File: src/rtl/tick_monitor.sv
// Checks the periodic one-cycle tick from the time base: measures each tick interval,
// tracks lock to FREQ_CLK/FREQ_WANTED, and flags early and missing ticks.
module tick_monitor #(
   parameter int FREQ_CLK    = 50000000,
   parameter int FREQ_WANTED = 20000,
   parameter int TOLERANCE   = 2,
   parameter int LOCK_COUNT  = 4,
   localparam int NB_TIC     = FREQ_CLK / FREQ_WANTED,
   localparam int W          = $clog2(NB_TIC + TOLERANCE + 1)
) (
   input  logic         clk,
   input  logic         reset,
   input  logic         tick,
   output logic [W-1:0] period,
   output logic         period_valid,
   output logic         locked,
   output logic         early,
   output logic         missing,
   output logic [7:0]   err_count
);

   localparam int GW = $clog2(LOCK_COUNT + 1);
   localparam logic [W-1:0]  MIN_P   = W'(NB_TIC - TOLERANCE);
   localparam logic [W-1:0]  TMO_CNT = W'(NB_TIC + TOLERANCE - 1);
   localparam logic [GW-1:0] LOCK_N  = GW'(LOCK_COUNT);

   typedef enum logic [1:0] {IDLE, SYNC, LOCKED} state_t;

   state_t        state_q, state_d;
   logic [W-1:0]  cnt_q, cnt_d;
   logic [GW-1:0] good_cnt_q, good_cnt_d;
   logic [W-1:0]  period_q, period_d;
   logic          period_valid_q, period_valid_d;
   logic          early_q, early_d;
   logic          missing_q, missing_d;
   logic [7:0]    err_count_q, err_count_d;
   logic [W-1:0]  interval;

   always_comb begin
      state_d        = state_q;
      cnt_d          = cnt_q;
      good_cnt_d     = good_cnt_q;
      period_d       = period_q;
      period_valid_d = 1'b0;
      early_d        = 1'b0;
      missing_d      = 1'b0;
      err_count_d    = err_count_q;
      interval       = cnt_q + W'(1);

      case (state_q)
         IDLE: begin
            // The first tick only establishes the reference point; nothing is measured.
            cnt_d = '0;
            if (tick) begin
               state_d    = SYNC;
               good_cnt_d = '0;
            end
         end
         default: begin
            if (tick) begin
               cnt_d          = '0;
               period_d       = interval;
               period_valid_d = 1'b1;
               if (interval < MIN_P) begin
                  early_d    = 1'b1;
                  good_cnt_d = '0;
                  state_d    = SYNC;
               end else if (state_q == SYNC) begin
                  good_cnt_d = good_cnt_q + GW'(1);
                  if (good_cnt_q + GW'(1) == LOCK_N) state_d = LOCKED;
               end
            end else if (cnt_q == TMO_CNT) begin
               // Fires before any tick could be late, so a late tick is never reported.
               missing_d = 1'b1;
               cnt_d     = '0;
               state_d   = IDLE;
            end else begin
               cnt_d = cnt_q + W'(1);
            end
         end
      endcase

      if ((early_d || missing_d) && (err_count_q != 8'hFF)) err_count_d = err_count_q + 8'd1;
   end

   always_ff @(posedge clk) begin
      if (reset) begin
         state_q        <= IDLE;
         cnt_q          <= '0;
         good_cnt_q     <= '0;
         period_q       <= '0;
         period_valid_q <= 1'b0;
         early_q        <= 1'b0;
         missing_q      <= 1'b0;
         err_count_q    <= 8'd0;
      end else begin
         state_q        <= state_d;
         cnt_q          <= cnt_d;
         good_cnt_q     <= good_cnt_d;
         period_q       <= period_d;
         period_valid_q <= period_valid_d;
         early_q        <= early_d;
         missing_q      <= missing_d;
         err_count_q    <= err_count_d;
      end
   end

   assign period       = period_q;
   assign period_valid = period_valid_q;
   assign locked       = (state_q == LOCKED);
   assign early        = early_q;
   assign missing      = missing_q;
   assign err_count    = err_count_q;

endmodule

File: config.mk
export PLATFORM = sky130hd
export DESIGN_NAME = tick_monitor
export DESIGN_NICKNAME = d
export VERILOG_FILES = /design/src/rtl/tick_monitor.sv
export SDC_FILE = /design/constraint.sdc
export NUM_CORES = 1
export LEC_CHECK = 0
export ABC_AREA = 0
export CAP_MARGIN = 20
export CORE_ASPECT_RATIO = 1.75
export CORE_MARGIN = 1.5
export CORE_UTILIZATION = 35
export CTS_BUF_LIST = sky130_fd_sc_hd__clkbuf_2
export DETAILED_ROUTE_END_ITERATION = 7
export SYNTH_ARGS = -nofsm -noshare
export SYNTH_HDL_FRONTEND = slang
export SYNTH_SLANG_ARGS = --single-unit
File: constraint.sdc
create_clock -name clk -period 2.2 [get_ports clk]
set_input_delay 0.33 -clock clk [delete_from_list [all_inputs] [get_ports clk]]
set_output_delay 0.33 -clock clk [all_outputs]
set_load 0.05 [all_outputs]
=== Word level (Yosys, flattened, before mapping) ===
Index checks and enable logic that the tools add are counted.

* Output and inout port bits: 24
* Bits of input ports: 3
* Register bits after elaboration: 40

* Bitwise operators: 1
* Reductions and logical operators: 10
* Eq/ne operators: 8
* $lt $le $gt $ge: 1
* Muxes and demuxes: 19
* $add $sub $neg: 3

{| class="wikitable"
|+ Operators with widths
! kind !! count
|-
| 2-to-1 mux 3 bit || 5
|-
| 2-to-1 mux 2 bit || 7
|-
| adder 12 x 1 -> 12 bit, second input constant || 1
|-
| equality test 12 bit, second input constant || 1
|-
| less-than comparator 12 bit, second input constant || 1
|-
| adder 8 x 1 -> 8 bit, second input constant || 1
|-
| != test 4 x 1 -> 1 bit, second input constant || 2
|-
| != test 8 bit, second input constant || 1
|-
| 2-to-1 mux 1 bit || 7
|-
| AND reduction 2 bit || 2
|-
| AND reduction 4 bit || 1
|-
| OR reduction 4 bit || 1
|-
| adder 3 x 1 -> 3 bit, second input constant || 1
|-
| equality test 3 bit, second input constant || 1
|-
| nonzero test 3 bit || 1
|-
| equality test 2 x 1 -> 1 bit, second input constant || 1
|-
| equality test 2 bit, second input constant || 1
|-
| zero test 2 bit || 1
|-
| != test 2 bit, second input constant || 1
|-
| nonzero test 2 bit || 1
|-
| OR reduction 2 bit || 1
|-
| logical AND 1 bit || 1
|-
| logical OR 1 bit || 1
|-
| NOT 1 bit || 1
|}

=== Longest topological paths before layout ===
Gate-level depths: netlist (run 1).

* Word-level depth: 7
* Gate-level depth with buffers: 9
* Gate-level depth less buffers: 9

=== Least setup slack after synthesis (run 1) ===
No wires, ideal clock.

* Path type: register to register
* Start point: reg cnt_q[0]
* End point: reg err_count_q[2] (netlist: err_count[2])
* Required time: 2077 ps
* Setup time: 123 ps
* Arrival time: 2264 ps
* Stages on the path, launching flop included: 10
* Slack: -187 ps
* Clock period less this slack: 2387 ps
* Path through: dfxtp_1 ha_1 buf_2 a311o_1 o31ai_2 o2111ai_2 a311oi_1 o211ai_1 a21boi_1 mux2_1

* Cells in the longest elaborated chain, start to end: 7
* Elaborated cells on any way between the ends: 11

{| class="wikitable"
|+ RTL lines
! what !! RTL line !! RTL
|-
| start, declared || 30 || <nowiki>logic [W-1:0] cnt_q, cnt_d;</nowiki>
|-
| start signal, assigned || 98 || <nowiki>cnt_q <= cnt_d;</nowiki>
|-
| adder 12 x 1 -> 12 bit || 48 || <nowiki>interval = cnt_q + W'(1);</nowiki>
|-
| less-than comparator 12 bit || 64 || <nowiki>if (interval < MIN_P) begin</nowiki>
|-
| 2-to-1 mux 1 bit || 64 ||
|-
| 2-to-1 mux 1 bit || 60 || <nowiki>if (tick) begin</nowiki>
|-
| 2-to-1 mux 1 bit || 50 || <nowiki>case (state_q)</nowiki>
|-
| logical OR 1 bit (*) || 83 || <nowiki>if ((early_d || missing_d) && (err_count_q != 8'hFF)) err_count_d = err_count_q + 8'd1;</nowiki>
|-
| logical AND 1 bit (*) || 83 ||
|-
| end signal, assigned || 104 || <nowiki>err_count_q <= err_count_d;</nowiki>
|-
| end, declared || 36 || <nowiki>logic [7:0] err_count_q, err_count_d;</nowiki>
|}

Mark *: on every way between the ends. The rest lies on a longest branch, timed or not.
A chain may end at the register's enable or synchronous reset.

=== Worst setup path in the final report (run 1) ===
* Start point: reg cnt_q[3]
* End point: reg err_count_q[2] (netlist: err_count[2])

Same word-level chain as after synthesis.

==> results of run 1 <==
worst register-to-register path, delay by kind of cell (launching register included):
family	cells	cell delay, ps
DFF	1	400
AOI/OAI and AO/OA	6	1260
buffers and inverters	1	150
muxes	1	330
routing by layer:
metal	routed length (um)	vias to the layer above
li1	-	974
met1	1916	911
met2	3063	29
met3	123	15
met4	161	0
met5	0	-
cells by family after synthesis:
group	count (synthesis)
buffers and inverters	21
xor gates and xnor gates	10
and+or+nand+nor	103
adders and majority gates	5
DFF	40
muxes	6
AOI/OAI and AO/OA	56
placed cells by master, fill, tap and decap left out, types with 2 or more instances in the layout:
cell,count
nor2_1,37
a21boi_1,2
a211oi_1,12
nor2b_1,9
and3_4,2
nand2_1,8
dfxtp_4,2
a21boi_0,3
mux2_1,5
ha_1,4
nor4b_1,2
o21ai_0,3
dfxtp_2,9
dfxtp_1,29
a21oi_1,3
and3_1,7
clkdlybuf4s50_1,25
nand2b_1,3
a31oi_1,4
nand4_1,4
buf_4,37
clkbuf_2,5
nor3_1,3
xnor2_1,5
a211oi_2,4
buf_6,2
a311oi_1,2
a21o_1,2
inv_1,5
xor2_1,4
o21a_1,3
o21ai_1,3
nand3_1,15
where the power goes:
group          switching (mW)  internal (mW)  total, mW
Combinational           0.109         0.0596      0.169
Clock                   0.248         0.0718      0.319
Sequential             0.0132          0.742      0.755
through the flow:
stage               instances  hold WS (ps)
detailed placement        362         488.2
floorplan                 241         460.9
finish                    377         504.4
global placement          362         480.8
CTS                       377         511.1
global route              377         540.9
cell type report:
cell class,count,share of cell area
Multi-Input combinational cell,180,0.4646
Sequential cell,40,0.2860
Timing Repair Buffer,65,0.1952
Tap cell,80,0.03493
Clock buffer,5,0.008734
Inverter,5,0.006550
Clock inverter,2,0.003930
state kept, by name (all words and copies together) (netlist names):
name	count
cnt_q	12
state_q	2
missing	1
err_count	8
period	12
early	1
period_valid	1
good_cnt_q	3
worst min path at each step:
stage | start | to | slack [ps]
detailed placement | good_cnt_q[0] | good_cnt_q[0] | 490
CTS | good_cnt_q[0] | good_cnt_q[0] | 510
global placement | good_cnt_q[0] | good_cnt_q[0] | 480
floorplan | cnt_q[0] | cnt_q[0] | 460
global route | period[0] | period[0] | 540
finish | good_cnt_q[0] | good_cnt_q[0] | 500
timing repair:
item | 4_1_cts | 5_1_grt
endpoints found under the setup margin | 6 | 12
hold buffers | 0 | 0
setup buffers | 8 | 0
pin swaps | 12 | 5
gates resized for setup | 9 | 7
==> reports/metrics.csv, run 1 <==
metric,value,unit
status,"finished, final reports clean",
hpwl dp,3.955,mm
Syn. warnings,0,
global-route wire length before repair,8.576,mm
Top Ports,27,
hold crit path type,flip-flop to flip-flop,
final core utilization,0.4672,
vias in the first global route,1883,
Worst Setup SP,cnt_q[3],
met2 GRT Util,0.3176,
Multi-input gate area,1331,um^2
Rows,38,
maximum fanout along the worst path,5,
simple-gate portion of the synthesized area,0.2586,
DRC Markers,0,
Synth Area per Inst,9.174,um^2
top post-synthesis cells by count,"40 x dfxtp_1, 37 x nor2_1, 16 x a211oi_1",
largest family of logic cells by synthesized area,simple AND/OR/NAND/NOR gates,
PwrDens,434.0,nW/um^2
Via density,5.117,
slowest stage cell on the critical path,dfxtp_2,
DRT iter0 DRCs,74,
WL final,5.264,mm
Final period util,0.9970,
TNS Setup,0,ps
relative slew slack,0.6631,
register area share after synthesis,0.3622,
Cell variety after synth,57,
die area,6821,um^2
post-route ant nets,0,
nets@finish,305,
Gate Count Post-Synth,241,
sequence of cells on the critical path,buf_4 > a311o_1 > o31ai_2 > o2111ai_2 > a311oi_1 > o211ai_1 > a21boi_1 > mux2_1,
mux cell area share after synthesis,0.02999,
reg2reg path depth,8,
complex-gate fraction of the synthesized area,0.2134,
Worst Path Arrival,2530,ps
Syn Nets,249,
max-cap violations,0,
min setup slack post-route,6.673,ps
"count leader, synth",dfxtp_1,
met1 usage,0.1516,
clock sinks,40,
Top delay family on crit path,compound AO/OA/AOI/OAI gates,
Synth Register Bits,40,
share of cells above drive strength 1,0.2828,
Final Power,1.243,mW
Slew Limit Fails,0,
Synth Area in Adders,0.02830,
Placed Area,2724,um^2
Critical Path Stages,8,
Synth Area in XOR/XNOR,0.04301,
Fin. Hold Viols,0,
CTS tree,done,
reg2reg setup slack,7,ps
Final min period,2193,ps
Vias,1929,
GRT Total Usage,0.1597,
post-synth top area share,0.3622,
RR Startpoint,cnt_q[3],
WHS Path Cells,2,
"Top FF cell, synth",dfxtp_1,
slew at the pin with the worst max-slew slack,503.8,ps
worst slack at placement,-100.7,ps
largest area contributor in the netlist,dfxtp_1,
Initial Util,0.3605,
crit path buf inv count,1,
Worst Path Required,2540,ps
routed length per instance,13.96,um
clock root buffer,clkbuf_2,
TritonCTS buffer count,5,
Skew-Pair Late Insertion Delay,410,ps
Fillers,622,
area growth from synthesis to layout,29.60,%
"slowest stage delay, CP",400,ps
number of antenna diodes,0,
Chip Height,108.1,um
leakage,1.118,nW
first drt pass iteration count,4,
number of flops mapped to enable cells by yosys,0,
H-tree Lvls,2,
Worst-path clk slew,220,ps
unrepaired setup endpoints after global routing,true,
initial antenna violation count,0,
crit path kind,flip-flop to flip-flop,
Syn Std Cell Area,2211,um^2
"IR drop worst, VDD",295.1,uV
Crit. End Element,flip-flop,
fmax,455.9,MHz
Setup crit end,err_count[2],
Setup crit start kind,flip-flop,
global routing usage on met3,0.02706,
synth top area cells,"dfxtp_1 36%, nor2_1 6.3%, a211oi_1 5.4%, nand3_1 3.4%, ha_1 2.8%",
grt ovf,0,
Top Usage Layer GRT,met2,
gp weighted congestion,0.8588,
largest net degree at the start of global routing,32,
final setup fails,0,
FF+latch area,819.5,um^2
Die Wd,63.08,um
finished layout cell area,2865,um^2
Max clock buf depth,2,
async set-reset flop share out of synthesis,0,
clock skew,22.95,ps
reg2reg end,err_count[2],
area of the core,6133,um^2
number of buffers added on ports,26,
Note: power is estimated with default switching activity, not from simulation.
==> inputs of run 2 (changes only) <==
CTS_CLUSTER_SIZE = 16   (was not set)
HOLD_SLACK_MARGIN = 0.02   (was not set)
clock period = 2.5 ns   (was 2.2 ns; I/O delays follow)
==> reports/metrics.csv, run 2 (synthesized netlist as in run 1, its figures left out) <==
metric,value,unit
vias in the first global route,1848,
hold crit path type,flip-flop to flip-flop,
Vias,1846,
reg2reg setup slack,150,ps
hpwl dp,3.737,mm
Die Wd,63.08,um
hold buffer count at cts,0,
DRC Markers,0,
Final Power,1.212,mW
status,"finished, final reports clean",
global-route wire length before repair,8.204,mm
number of buffers added on ports,26,
sequence of cells on the critical path,buf_4 > nand2_2 > or4_4 > nand3_2 > a31oi_4 > o31ai_4 > a211oi_1 > mux2_1,
Slew Limit Fails,0,
sequential share of power,0.550,
Rows,38,
CTS tree,done,
leakage,0.9801,nW
area growth from synthesis to layout,19.75,%
largest net degree at the start of global routing,32,
area of the core,6133,um^2
"IR drop worst, VDD",231.5,uV
clock skew,27.15,ps
Fillers,635,
P_sw,0.3381,mW
final core utilization,0.4317,
share of cells above drive strength 1,0.1642,
Fin. Hold Viols,0,
gp weighted congestion,0.8655,
crit path buf inv count,1,
Final period util,0.9415,
max-cap violations,0,
clock sinks,40,
relative slew slack,0.6675,
Setup crit start kind,flip-flop,
Top delay family on crit path,simple AND/OR/NAND/NOR gates,
clock share of power,0.336,
Crit. End Element,flip-flop,
post-route ant nets,0,
final setup fails,0,
Worst-path clk slew,220,ps
"commonest cells after routing, fill and taps aside","38 x dfxtp_1, 37 x nor2_1, 26 x clkdlybuf4s50_1, 16 x a211oi_1",
Worst Path Arrival,2670,ps
routed length per instance,13.75,um
Via density,5.215,
Skew-Pair Late Insertion Delay,420,ps
die area,6821,um^2
"slowest stage delay, CP",490,ps
maximum fanout along the worst path,8,
slew at the pin with the worst max-slew slack,497.1,ps
GRT Total Usage,0.1527,
Chip Height,108.1,um
Final min period,2354,ps
PwrDens,457.9,nW/um^2
"commonest non-fill, non-tap cell in the layout",dfxtp_1,
Worst Path Required,2810,ps
combinational share of power,0.115,
Initial Util,0.3605,
number of antenna diodes,0,
Sw Share,0.2789,
first drt pass iteration count,4,
crit path kind,flip-flop to flip-flop,
initial antenna violation count,0,
P_int,0.8741,mW
slowest stage cell on the critical path,or4_4,
WL final,4.869,mm
TNS Setup,0,ps
grt ovf,0,
DRT iter0 DRCs,93,
TritonCTS buffer count,5,
fmax,424.9,MHz
Max clock buf depth,2,
nets@finish,281,
clock root buffer,clkbuf_2,
Top Ports,27,
H-tree Lvls,2,
-- run 2: area by class of cell --
cell class / instances / area [um^2] / area share
Inverter: 5 / 18.77 / 0.007089
Clock buffer: 5 / 25.02 / 0.009452
Clock inverter: 3 / 47.55 / 0.01796
Sequential cell: 40 / 803.3 / 0.3034
Tap cell: 80 / 100.1 / 0.03781
Timing Repair Buffer: 41 / 372.9 / 0.1408
Multi-Input combinational cell: 180 / 1280 / 0.4835
-- run 2: power by group through the flow --
stage	Sequential (mW)	Clock, mW	Combinational (mW)
2_1_floorplan	0.726	0	0.0496
3_3_place_gp	0.679	0	0.140
3_5_place_dp	0.679	0	0.140
4_1_cts	0.667	0.420	0.141
5_1_grt	0.670	0.446	0.150
6_report	0.666	0.407	0.139
-- run 2: repair_timing --
item | CTS | global route
endpoints found under the hold margin | 0 | 0
buffers inserted | 0 | 0
gates resized for setup | 0 | 4
endpoints found under the setup margin | 0 | 5
-- run 2: final timing paths --
path	from	to	cells past startpoint
worst min register to register	good_cnt_q[0]	good_cnt_q[0]	2
worst min-delay path	good_cnt_q[0]	good_cnt_q[0]	2
worst max-delay path	cnt_q[0]	err_count[4]	8
worst max register to register	cnt_q[0]	err_count[4]	8
-- run 2: worst reg2reg max path, stage by stage, from the launching register on --
cell      delay, ps
dfxtp_1         430
buf_4           190
nand2_2         110
or4_4           490
nand3_2         130
a31oi_4         120
o31ai_4         340
a211oi_1        140
mux2_1          320
-- run 2: routing by layer --
| layer | track usage | vias to the layer above | wire, um |
|---|---|---|---|
| li1 | - | 930 | - |
| met1 | 0.1485 | 878 | 1820 |
| met2 | 0.2918 | 26 | 2811 |
| met3 | 0.02914 | 12 | 76 |
| met4 | 0.09206 | 0 | 161 |
| met5 | 0 | - | 0 |
-- run 2: stage by stage --
stage / std cells / setup slack, ps / hold WS [ps] / instance area (um^2)
3_3_place_gp: 346 / 156.7 / 477.0 / 2560
4_1_cts: 354 / 37.40 / 504.6 / 2633
2_1_floorplan: 241 / 112.9 / 462.7 / 2211
3_5_place_dp: 346 / 76.97 / 481.1 / 2560
5_1_grt: 354 / -5.467 / 534.6 / 2648
6_report: 354 / 146.3 / 499.9 / 2648
